**config.mk**
```make
export PLATFORM = sky130hd
export DESIGN_NAME = ascon_perm_arbiter_flat
export DESIGN_NICKNAME = d
export VERILOG_FILES = /design/src/rtl/ascon_pkg.sv /design/src/rtl/ascon_perm_arbiter_if.sv /design/src/rtl/ascon_perm_arbiter_rr_pick.sv /design/src/rtl/ascon_perm_arbiter.sv /design/src/flat_wrapper.sv
export SDC_FILE = /design/constraint.sdc
export NUM_CORES = 1
export LEC_CHECK = 0
export CELL_PAD_IN_SITES_DETAIL_PLACEMENT = 1
export CELL_PAD_IN_SITES_GLOBAL_PLACEMENT = 1
export CORE_AREA = 2 2 624 626
export DETAILED_ROUTE_END_ITERATION = 10
export DIE_AREA = 0 0 626 628
export DONT_BUFFER_PORTS = 1
export HOLD_SLACK_MARGIN = 0.08
export PLACE_DENSITY_LB_ADDON = 0.1
export SLEW_MARGIN = 30
export SYNTH_ARGS = -nofsm -noshare
export SYNTH_HDL_FRONTEND = slang
export SYNTH_HIERARCHICAL = 1
export SYNTH_SLANG_ARGS = --single-unit
```
**constraint.sdc**
```tcl
create_clock -name clk -period 2.5 [get_ports clk]
set_clock_uncertainty 0.05 [all_clocks]
set_input_delay 0.75 -clock clk [delete_from_list [all_inputs] [get_ports clk]]
set_output_delay 0.75 -clock clk [all_outputs]
set_load 0.05 [all_outputs]
```
**src/rtl/ascon_pkg.sv**
```systemverilog
// ascon_pkg: shared Ascon types, round-count constants and the arbiter FSM encoding.
//   ascon_state_t : 320-bit permutation state, layout {x4,x3,x2,x1,x0}
//   rounds_t      : 4-bit round count
//   rounds_ok()   : true when a round count is runnable (1..max_r)
package ascon_pkg;
  typedef logic [319:0] ascon_state_t;
  typedef logic [3:0] rounds_t;
  localparam int ASCON_ROUNDS_A = 12;
  localparam int ASCON_ROUNDS_B = 6;
  typedef enum logic [1:0] {IDLE, ISSUE, WAIT, RESP} arb_state_e;
  function automatic logic rounds_ok(input rounds_t r, input int max_r);
    return (r != '0) && (int'(r) <= max_r);
  endfunction
endpackage

```
**src/rtl/ascon_perm_arbiter_if.sv**
```systemverilog
// ascon_perm_arbiter_if: requester-side bus of the permutation arbiter.
//   req/req_rounds/req_state : packed per-requester request, slot i at [w*i +: w]
//   gnt/rsp_valid            : one-hot grant and one-cycle response pulse
//   rsp_err/rsp_state        : response qualifier and permuted state
//   modports: slave (arbiter side), master (requester side)
interface ascon_perm_arbiter_if #(parameter int N_REQ = 2);
  import ascon_pkg::*;
  logic [N_REQ-1:0] req;
  logic [4*N_REQ-1:0] req_rounds;
  logic [320*N_REQ-1:0] req_state;
  logic [N_REQ-1:0] gnt;
  logic [N_REQ-1:0] rsp_valid;
  logic rsp_err;
  ascon_state_t rsp_state;
  modport slave (input req, req_rounds, req_state, output gnt, rsp_valid, rsp_err, rsp_state);
  modport master (output req, req_rounds, req_state, input gnt, rsp_valid, rsp_err, rsp_state);
endinterface

```
**src/rtl/ascon_perm_arbiter_rr_pick.sv**
```systemverilog
// rr_pick: combinational round-robin selector.
//   req : request vector; ptr : highest-priority index
//   gnt : one-hot grant of the first set req at or after ptr (wrapping)
//   idx : index of that grant; any : at least one request pending
module rr_pick #(
  parameter int N = 2,
  parameter int IW = $clog2(N)
) (
  input  logic [N-1:0]  req,
  input  logic [IW-1:0] ptr,
  output logic [N-1:0]  gnt,
  output logic [IW-1:0] idx,
  output logic          any
);
  logic [IW-1:0] j;
  // Scan from farthest to nearest so the nearest set bit overwrites the rest.
  always_comb begin
    idx = '0;
    j = '0;
    for (int k = N - 1; k >= 0; k--) begin
      j = IW'((int'(ptr) + k) % N);
      if (req[j]) idx = j;
    end
  end
  assign any = |req;
  assign gnt = any ? (N'(1) << idx) : '0;
endmodule

```
**src/rtl/ascon_perm_arbiter.sv**
```systemverilog
// ascon_perm_arbiter: round-robin sharing of one Ascon permutation core between N_REQ requesters.
//   clk, rst_n          : clock, asynchronous active-low reset
//   rq (slave)          : requester bus (req/rounds/state in, gnt/rsp_* out)
//   perm_start/rounds/state_in, perm_done/state_out : core handshake
//   perm_abort          : watchdog abort pulse, present only with ASCON_ARB_TIMEOUT_EN
//   busy                : FSM not in IDLE
// Optional feature macro: ASCON_ARB_TIMEOUT_EN (WAIT watchdog of TIMEOUT cycles).
module ascon_perm_arbiter
  import ascon_pkg::*;
#(
  parameter int N_REQ = 2,
  parameter int MAX_ROUNDS = ASCON_ROUNDS_A,
  parameter int TIMEOUT = 64
) (
  input  logic                 clk,
  input  logic                 rst_n,
  ascon_perm_arbiter_if.slave  rq,
  output logic                 perm_start,
  output rounds_t              perm_rounds,
  output ascon_state_t         perm_state_in,
  input  logic                 perm_done,
  input  ascon_state_t         perm_state_out,
`ifdef ASCON_ARB_TIMEOUT_EN
  output logic                 perm_abort,
`endif
  output logic                 busy
);
  localparam int IW = $clog2(N_REQ);
  if (N_REQ < 2 || N_REQ > 8 || TIMEOUT < 1 || MAX_ROUNDS > 15) begin : g_bad_cfg
    $error("ascon_perm_arbiter: unsupported parameter set");
  end
  arb_state_e st;
  logic [IW-1:0] ptr, gidx, pidx;
  logic [N_REQ-1:0] pgnt;
  logic pany;
  rounds_t srounds;
  ascon_state_t sstate;
`ifdef ASCON_ARB_TIMEOUT_EN
  logic [$clog2(TIMEOUT+1)-1:0] cnt;
`endif
  rr_pick #(.N(N_REQ)) u_pick (.req(rq.req), .ptr(ptr), .gnt(pgnt), .idx(pidx), .any(pany));
  assign srounds = rounds_t'(rq.req_rounds >> (4 * pidx));
  assign sstate = ascon_state_t'(rq.req_state >> (320 * pidx));
  assign busy = st != IDLE;
  always_ff @(posedge clk or negedge rst_n) begin
    if (!rst_n) begin
      st <= IDLE;
      ptr <= '0;
      gidx <= '0;
      rq.gnt <= '0;
      rq.rsp_valid <= '0;
      rq.rsp_err <= 1'b0;
      rq.rsp_state <= '0;
      perm_start <= 1'b0;
      perm_rounds <= '0;
      perm_state_in <= '0;
`ifdef ASCON_ARB_TIMEOUT_EN
      perm_abort <= 1'b0;
      cnt <= '0;
`endif
    end else begin
      perm_start <= 1'b0;
      rq.rsp_valid <= '0;
`ifdef ASCON_ARB_TIMEOUT_EN
      perm_abort <= 1'b0;
`endif
      case (st)
        IDLE: if (pany) begin
          rq.gnt <= pgnt;
          gidx <= pidx;
          perm_rounds <= srounds;
          perm_state_in <= sstate;
          // Start is registered here so the core sees it in the ISSUE cycle.
          perm_start <= rounds_ok(srounds, MAX_ROUNDS);
          st <= ISSUE;
        end
        ISSUE: begin
`ifdef ASCON_ARB_TIMEOUT_EN
          cnt <= '0;
`endif
          if (!rounds_ok(perm_rounds, MAX_ROUNDS)) begin
            rq.rsp_err <= 1'b1;
            rq.rsp_valid <= rq.gnt;
            st <= RESP;
          end else st <= WAIT;
        end
        WAIT: if (perm_done) begin
          rq.rsp_state <= perm_state_out;
          rq.rsp_err <= 1'b0;
          rq.rsp_valid <= rq.gnt;
          st <= RESP;
        end
`ifdef ASCON_ARB_TIMEOUT_EN
        else if (int'(cnt) == TIMEOUT - 1) begin
          rq.rsp_err <= 1'b1;
          rq.rsp_valid <= rq.gnt;
          perm_abort <= 1'b1;
          st <= RESP;
        end else cnt <= cnt + 1'b1;
`endif
        RESP: begin
          rq.gnt <= '0;
          rq.rsp_err <= 1'b0;
          ptr <= (int'(gidx) == N_REQ - 1) ? '0 : gidx + 1'b1;
          st <= IDLE;
        end
        default: st <= IDLE;
      endcase
    end
  end
endmodule

```
**src/flat_wrapper.sv**
```systemverilog
// flat-port wrapper written by rule: the top's interface ports become plain ports
module ascon_perm_arbiter_flat import ascon_pkg::*;
#(
  parameter int N_REQ = 2,
  parameter int MAX_ROUNDS = ASCON_ROUNDS_A,
  parameter int TIMEOUT = 64
)
  (clk, rst_n, perm_start, perm_rounds, perm_state_in, perm_done, perm_state_out, busy, rq_req, rq_req_rounds, rq_req_state, rq_gnt, rq_rsp_valid, rq_rsp_err, rq_rsp_state);
  ascon_perm_arbiter_if #(.N_REQ(N_REQ)) rq_i ();
  input  logic clk;
  input  logic rst_n;
  output logic perm_start;
  output rounds_t perm_rounds;
  output ascon_state_t perm_state_in;
  input  logic perm_done;
  input  ascon_state_t perm_state_out;
  output logic busy;
  input wire logic [$bits(rq_i.req)-1:0] rq_req;
  input wire logic [$bits(rq_i.req_rounds)-1:0] rq_req_rounds;
  input wire logic [$bits(rq_i.req_state)-1:0] rq_req_state;
  output wire logic [$bits(rq_i.gnt)-1:0] rq_gnt;
  output wire logic [$bits(rq_i.rsp_valid)-1:0] rq_rsp_valid;
  output wire logic [$bits(rq_i.rsp_err)-1:0] rq_rsp_err;
  output wire logic [$bits(rq_i.rsp_state)-1:0] rq_rsp_state;
  assign rq_i.req = rq_req;
  assign rq_i.req_rounds = rq_req_rounds;
  assign rq_i.req_state = rq_req_state;
  assign rq_gnt = rq_i.gnt;
  assign rq_rsp_valid = rq_i.rsp_valid;
  assign rq_rsp_err = rq_i.rsp_err;
  assign rq_rsp_state = rq_i.rsp_state;
  ascon_perm_arbiter #(.N_REQ(N_REQ), .MAX_ROUNDS(MAX_ROUNDS), .TIMEOUT(TIMEOUT)) u_core (.clk(clk), .rst_n(rst_n), .rq(rq_i), .perm_start(perm_start), .perm_rounds(perm_rounds), .perm_state_in(perm_state_in), .perm_done(perm_done), .perm_state_out(perm_state_out), .busy(busy));
endmodule
```
[Word level (Yosys, flattened, before mapping)]
Cells that the tools add are included.
Storage, ports and cells
  register bits after elaboration: 654
  bits in latches: 0
  bits in writable memories: 0
  ROM bits: 0
  input bits: 973
  output and inout bits: 651
  memories kept: 0
Cells by class
  $add $sub $neg: 2
  multiply operators: 1
  div/mod/pow operators: 0
  order comparisons: 4
  equal/unequal tests: 6
  shifts and indexed selects: 3
  muxes and demuxes: 21
  bitwise logic cells: 0
  reduce and logical (&&, ||, !) cells: 14
Operators by type and width (count)
  640-bit by 10-bit >> shifter with 320-bit output: 1
  1-bit two-way mux: 12
  2-bit two-way mux: 5
  4-bit less-or-equal comparator, second input constant: 2
  2-bit case mux with 2 select lines: 2
  2-bit case mux with 4 select lines: 1
  2-bit AND reduction: 4
  4-bit nonzero test: 2
  8-bit by 3-bit >> shifter with 4-bit output: 1
  2-bit equality test, second input constant: 2
  1-bit by 2-bit less-than comparator with 1-bit output, second input constant: 2
  3-bit by 1-bit multiplier with 4-bit output, first input constant: 1
  2-bit inequality test, second input constant: 2
  2-bit nonzero test: 2
  1-bit case mux with 3 select lines: 1
  3-bit AND reduction: 1
  3-bit nonzero test: 1
  1-bit adder, second input constant: 2
  2-bit by 1-bit equality test with 1-bit output, second input constant: 1
  1-bit logical AND: 2
  2-bit logical NOT: 1
  2-bit by 1-bit inequality test with 1-bit output, second input constant: 1
  2-bit OR reduction: 1
  1-bit by 1-bit << shifter with 2-bit output, first input constant: 1

[Longest topological paths before layout]
  depth in word-level cells: 10
  depth in mapped cells: 9
  gate-level depth less buffers: 5

[Modules after synthesis]
Netlist, hierarchy kept.
By module, submodules not included
  ascon_perm_arbiter: times used 1, cells an instance 2139, area each 27268.7 µm², seq. area each 16365.7 µm²
  rr_pick: times used 1, cells an instance 5, area each 32.5 µm², seq. area each 0.0 µm²

[Worst setup path after synthesis]
No wires, ideal clock.
  kind: input-to-reg
  start: in rq_req[1]
  end: reg u_core.perm_state_in[178]
  setup time: 133 ps
  data arrival time: 1886 ps
  required time: 2317 ps
  path slack: 431 ps
  stages on the path: 6
  buffers on the path: 3
  cell sequence: or2_1 > nand2_1 > buf_2 > clkbuf_1 > clkbuf_1 > o21ai_0
On the way
  word-level cells in the longest chain between the ends: 6
  elaborated cells on any way between the ends: 10
  classes of those cells: 1 x mul; 1 x shift; 6 x mux; 2 x reduce/logical
RTL lines
  from (decl): line flat_wrapper.sv:18  | input wire logic [$bits(rq_i.req)-1:0] rq_req;
  1-bit two-way mux (implied by the code) (2 in series): line ascon_perm_arbiter_rr_pick.sv:22  | if (req[j]) idx = j;
  1-bit two-way mux (2 in series): line ascon_perm_arbiter_rr_pick.sv:22
  3-bit by 1-bit multiplier with 4-bit output: line ascon_perm_arbiter.sv:43  | assign sstate = ascon_state_t'(rq.req_state >> (320 * pidx));
  640-bit by 10-bit >> shifter with 320-bit output: line ascon_perm_arbiter.sv:43
  to (signal assigned): line ascon_perm_arbiter.sv:72  | perm_state_in <= sstate;
  to (decl): line ascon_perm_arbiter.sv:20  | output ascon_state_t perm_state_in,
Several ways; a longest one is shown, not always the timed one. The select of a mux whose other input is x is not followed.
A chain may end at the register's enable or synchronous reset.

[Worst setup path after layout]
  start: reg u_core.st[1]
  end: out busy
On the way
  word-level cells in the longest chain between the ends: 1
RTL lines
  from (decl): line ascon_perm_arbiter.sv:32  | arb_state_e st;
  from (signal assigned): line ascon_perm_arbiter.sv:47  | st <= IDLE;
  from (signal assigned): line ascon_perm_arbiter.sv:75  | st <= ISSUE;
  from (signal assigned): line ascon_perm_arbiter.sv:84  | st <= RESP;
  2-bit nonzero test: line ascon_perm_arbiter.sv:44  | assign busy = st != IDLE;
  to (decl): line flat_wrapper.sv:17  | output logic busy;
Every way passes these cells.

==> reports/summary.txt <==
Status -> complete, but fails checks
Failing checks -> negative hold slack, negative setup slack
Initial antenna violation count -> 101
Area Overhead vs Synth -> 70.6%
Unique cell type count in the Yosys netlist -> 32
Pwr Total -> 70.4 mW
DRC violations left -> 0
Synthesized Nets -> 3122
Ys Warns -> 6
Switching portion of total power -> 0.549
Critical Path Fanout Max -> 5
Final Max Tran Viols -> 0
I/O pin total -> 1624
Final Hold Vio Count -> 2
Crit-path slowest cell -> dfrtp_1
P_sw -> 38.6 mW
Total track usage -> 0.0969
Cell leakage power -> 18.5 nW
Clock Sinks -> 654
Sum Neg Setup Slack -> -0.0772 ns
P_int -> 31.8 mW
Fmax -> 388 MHz
Crit Path Class -> reg2out
Flop pwr share -> 0.594
Tcrit/Tclk final -> 1.03
Clock transition at path regs -> 0.06 ns
Vias in the first global route -> 23400
Core area -> 387000 um2
Unrepaired setup endpoints after global routing -> true
Clock power frac -> 0.221
ANT nets after route -> 0
Vias per inst -> 2.56
Post-DP HPWL -> 161000 um
Cell Rows -> 229
Commonest non-fill, non-tap cell in the layout -> dlygate4sd3_1
GP Congestion -> 0.807
Setup violators final -> 1
CTS tree -> built
Hold WS -> -0.0106 ns
Syn_area_per_cell -> 12.7 um2
Largest net degree at the start of global routing -> 134
Synth Instances -> 2144
Req. time, crit path -> 1.70 ns
Buf/Inv on CP -> 2
Final Critical Period -> 2.58 ns
Final WL -> 199000 um
Max_cap viols -> 0
Commonest cells after routing, fill and taps aside -> dlygate4sd3_1 (762), dfrtp_1 (511), nand2_1 (331), mux2i_1 (325), o21ai_0 (324)
Hold Path Class -> in2async
Root Buffer -> clkbuf_16
Worst path cell trace -> inv_2 > ha_4 > clkinvlp_4
TritonCTS Buffers -> 105
Final #Nets -> 4030
First drt pass iteration count -> 6
Clock Latency Late Sink -> 0.82 ns
Place WS -> -0.221 ns
Die area -> 393000 um2
Maximum VDD drop -> 0.900 mV
Synth Cell Area -> 27300 um2
First-pass GRT wire length -> 253000 um
Total number of vias -> 21400
Die Y -> 628 um
Critical path startpoint category -> flip-flop
Total gr overflow -> 0
Sequential share of the synthesized area -> 0.599
DP Area -> 34600 um2
Wire per inst -> 23.8 um
Layout cells sized above 1 -> 0.260
Largest buffer count on any clock path -> 4
Critical path capture point type -> output port
CP delay by family, top -> flip-flops
Iter 0 DRT Violations -> 678
Data arrival, critical path -> 1.78 ns
Die width -> 626 um
Htree depth -> 3
Worst slew pin tran -> 0.855 ns
Combinational power share -> 0.185
Starting Density -> 0.0705
Final Cell Area -> 46600 um2
Largest stage delay, worst path -> 0.39 ns
Final setup margin -> -0.0772 ns
PwrDens -> 1510 nW/um2
Slew Limit Headroom -> 0.428
Seq cells post-synth -> 654
Fill cell count -> 44500
Port bufs -> 0
==> through the flow <==
step                      utilization  instances
final                           0.120       8364
after global routing            0.120       8346
after CTS                       0.119       8309
after detailed placement       0.0894       7351
after global placement         0.0890       7345
after floorplan                     -       2144
==> routing by layer <==
| metal | track usage | vias up | routed length, um |
|---|---|---|---|
| met5 | 0 | - | 240 |
| met2 | 0.186 | 1021 | 108000 |
| met3 | 0.0326 | 329 | 16600 |
| met1 | 0.0970 | 10700 | 68100 |
| li1 | - | 9337 | - |
| met4 | 0.0295 | 36 | 6510 |
==> area by class of cell <==
cell class	count	area, um2	share of cell area
inverter	6	26.3	0.000564
tap	5197	6500	0.140
sequential	654	16500	0.355
multi-input combinational	1340	10100	0.216
clock buffer	161	3130	0.0672
antenna	35	87.6	0.00188
timing repair buffer	945	9830	0.211
clock inverter	26	408	0.00876
==> path summary, 6_finish.rpt <==
kind	cells past startpoint	slack, ns	start	to
max reg2reg	8	0.19	u_core/ptr$_DFFE_PN0P_	u_core/perm_state_in[98]$_DFFE_PN0P_
max	3	-0.08	u_core/st[1]$_DFFE_PN0P_	busy
min in group clk	2	0.17	rq_req_state[421]	u_core/perm_state_in[101]$_DFFE_PN0P_
min	3	-0.01	rst_n	u_core/rq.rsp_state[284]$_DFFE_PN0P_
min reg2reg	1	0.42	u_core/gidx$_DFFE_PN0P_	u_core/ptr$_DFFE_PN0P_
max in group asynchronous	5	0.73	rst_n	u_core/perm_state_in[227]$_DFFE_PN0P_
==> what timing repair did <==
| action | in CTS | in global routing |
|---|---|---|
| hold buffers | 767 | 6 |
| gates cloned | 0 | 5 |
| setup buffers | 4 | 9 |
| endpoints found under the setup margin | 144 | 87 |
| pin swaps | 1 | 1 |
| endpoints found under the hold margin | 804 | 40 |
| gates resized for setup | 151 | 8 |
==> cell usage after synthesis <==
cell type,count,area [um2]
mux2i_1,325,3250
mux2_2,321,3610
nor2b_1,4,25.0
buf_6,30,338
and2_1,1,6.26
o211a_1,1,10.0
or4_4,1,11.3
nor3b_1,1,7.51
buf_4,9,67.6
a21bo_2,1,10.0
or2_1,1,6.26
o21ai_0,324,1620
a2bb2oi_1,1,8.76
a22o_1,1,8.76
nand3_1,1,5.00
inv_1,6,22.5
a31oi_1,2,12.5
nor4_1,2,12.5
ha_1,5,62.6
nor2_1,2,7.51
a21oi_1,2,10.0
clkbuf_4,6,45.0
dfrtp_1,654,16400
buf_2,60,300
o22ai_1,2,12.5
a311o_1,1,10.0
a21boi_0,3,22.5
o211ai_1,1,7.51
clkbuf_1,38,143
nor3_1,4,20.0
nand2_1,333,1250
buf_1,1,3.75
==> power by group through the flow <==
stage | registers [mW] | logic (mW) | clock network [mW]
floorplan | 36.8 | 8.05 | 0
global placement | 42.8 | 11.2 | 0
detailed placement | 42.5 | 11.7 | 0
CTS | 42.6 | 13.3 | 16.6
global route | 42.6 | 14.7 | 16.9
finish | 41.8 | 13.0 | 15.6
==> registers in the layout, indices dropped and copies added (netlist names) <==
name                  cells
u_core/perm_rounds        4
u_core/rq.rsp_state     320
u_core/perm_state_in    320
u_core/rq.rsp_err         1
u_core/rq.rsp_valid       2
u_core/rq.gnt             2
u_core/st                 2
u_core/perm_start         1
u_core/ptr                1
u_core/gidx               1
==> worst min-delay path, stage by stage <==
cell    delay [ns]
buf_12        0.08
buf_12        0.10
buf_16        0.29
==> logic make-up after synthesis <==
logic type	Yosys count	synth area share
mux	646	0.252
flops	654	0.599
buf+inv	150	0.0337
fa+ha+maj	5	0.00229
simple gates	350	0.0495
compound gates	339	0.0635
No activity file was read; power rests on OpenSTA's default activity.
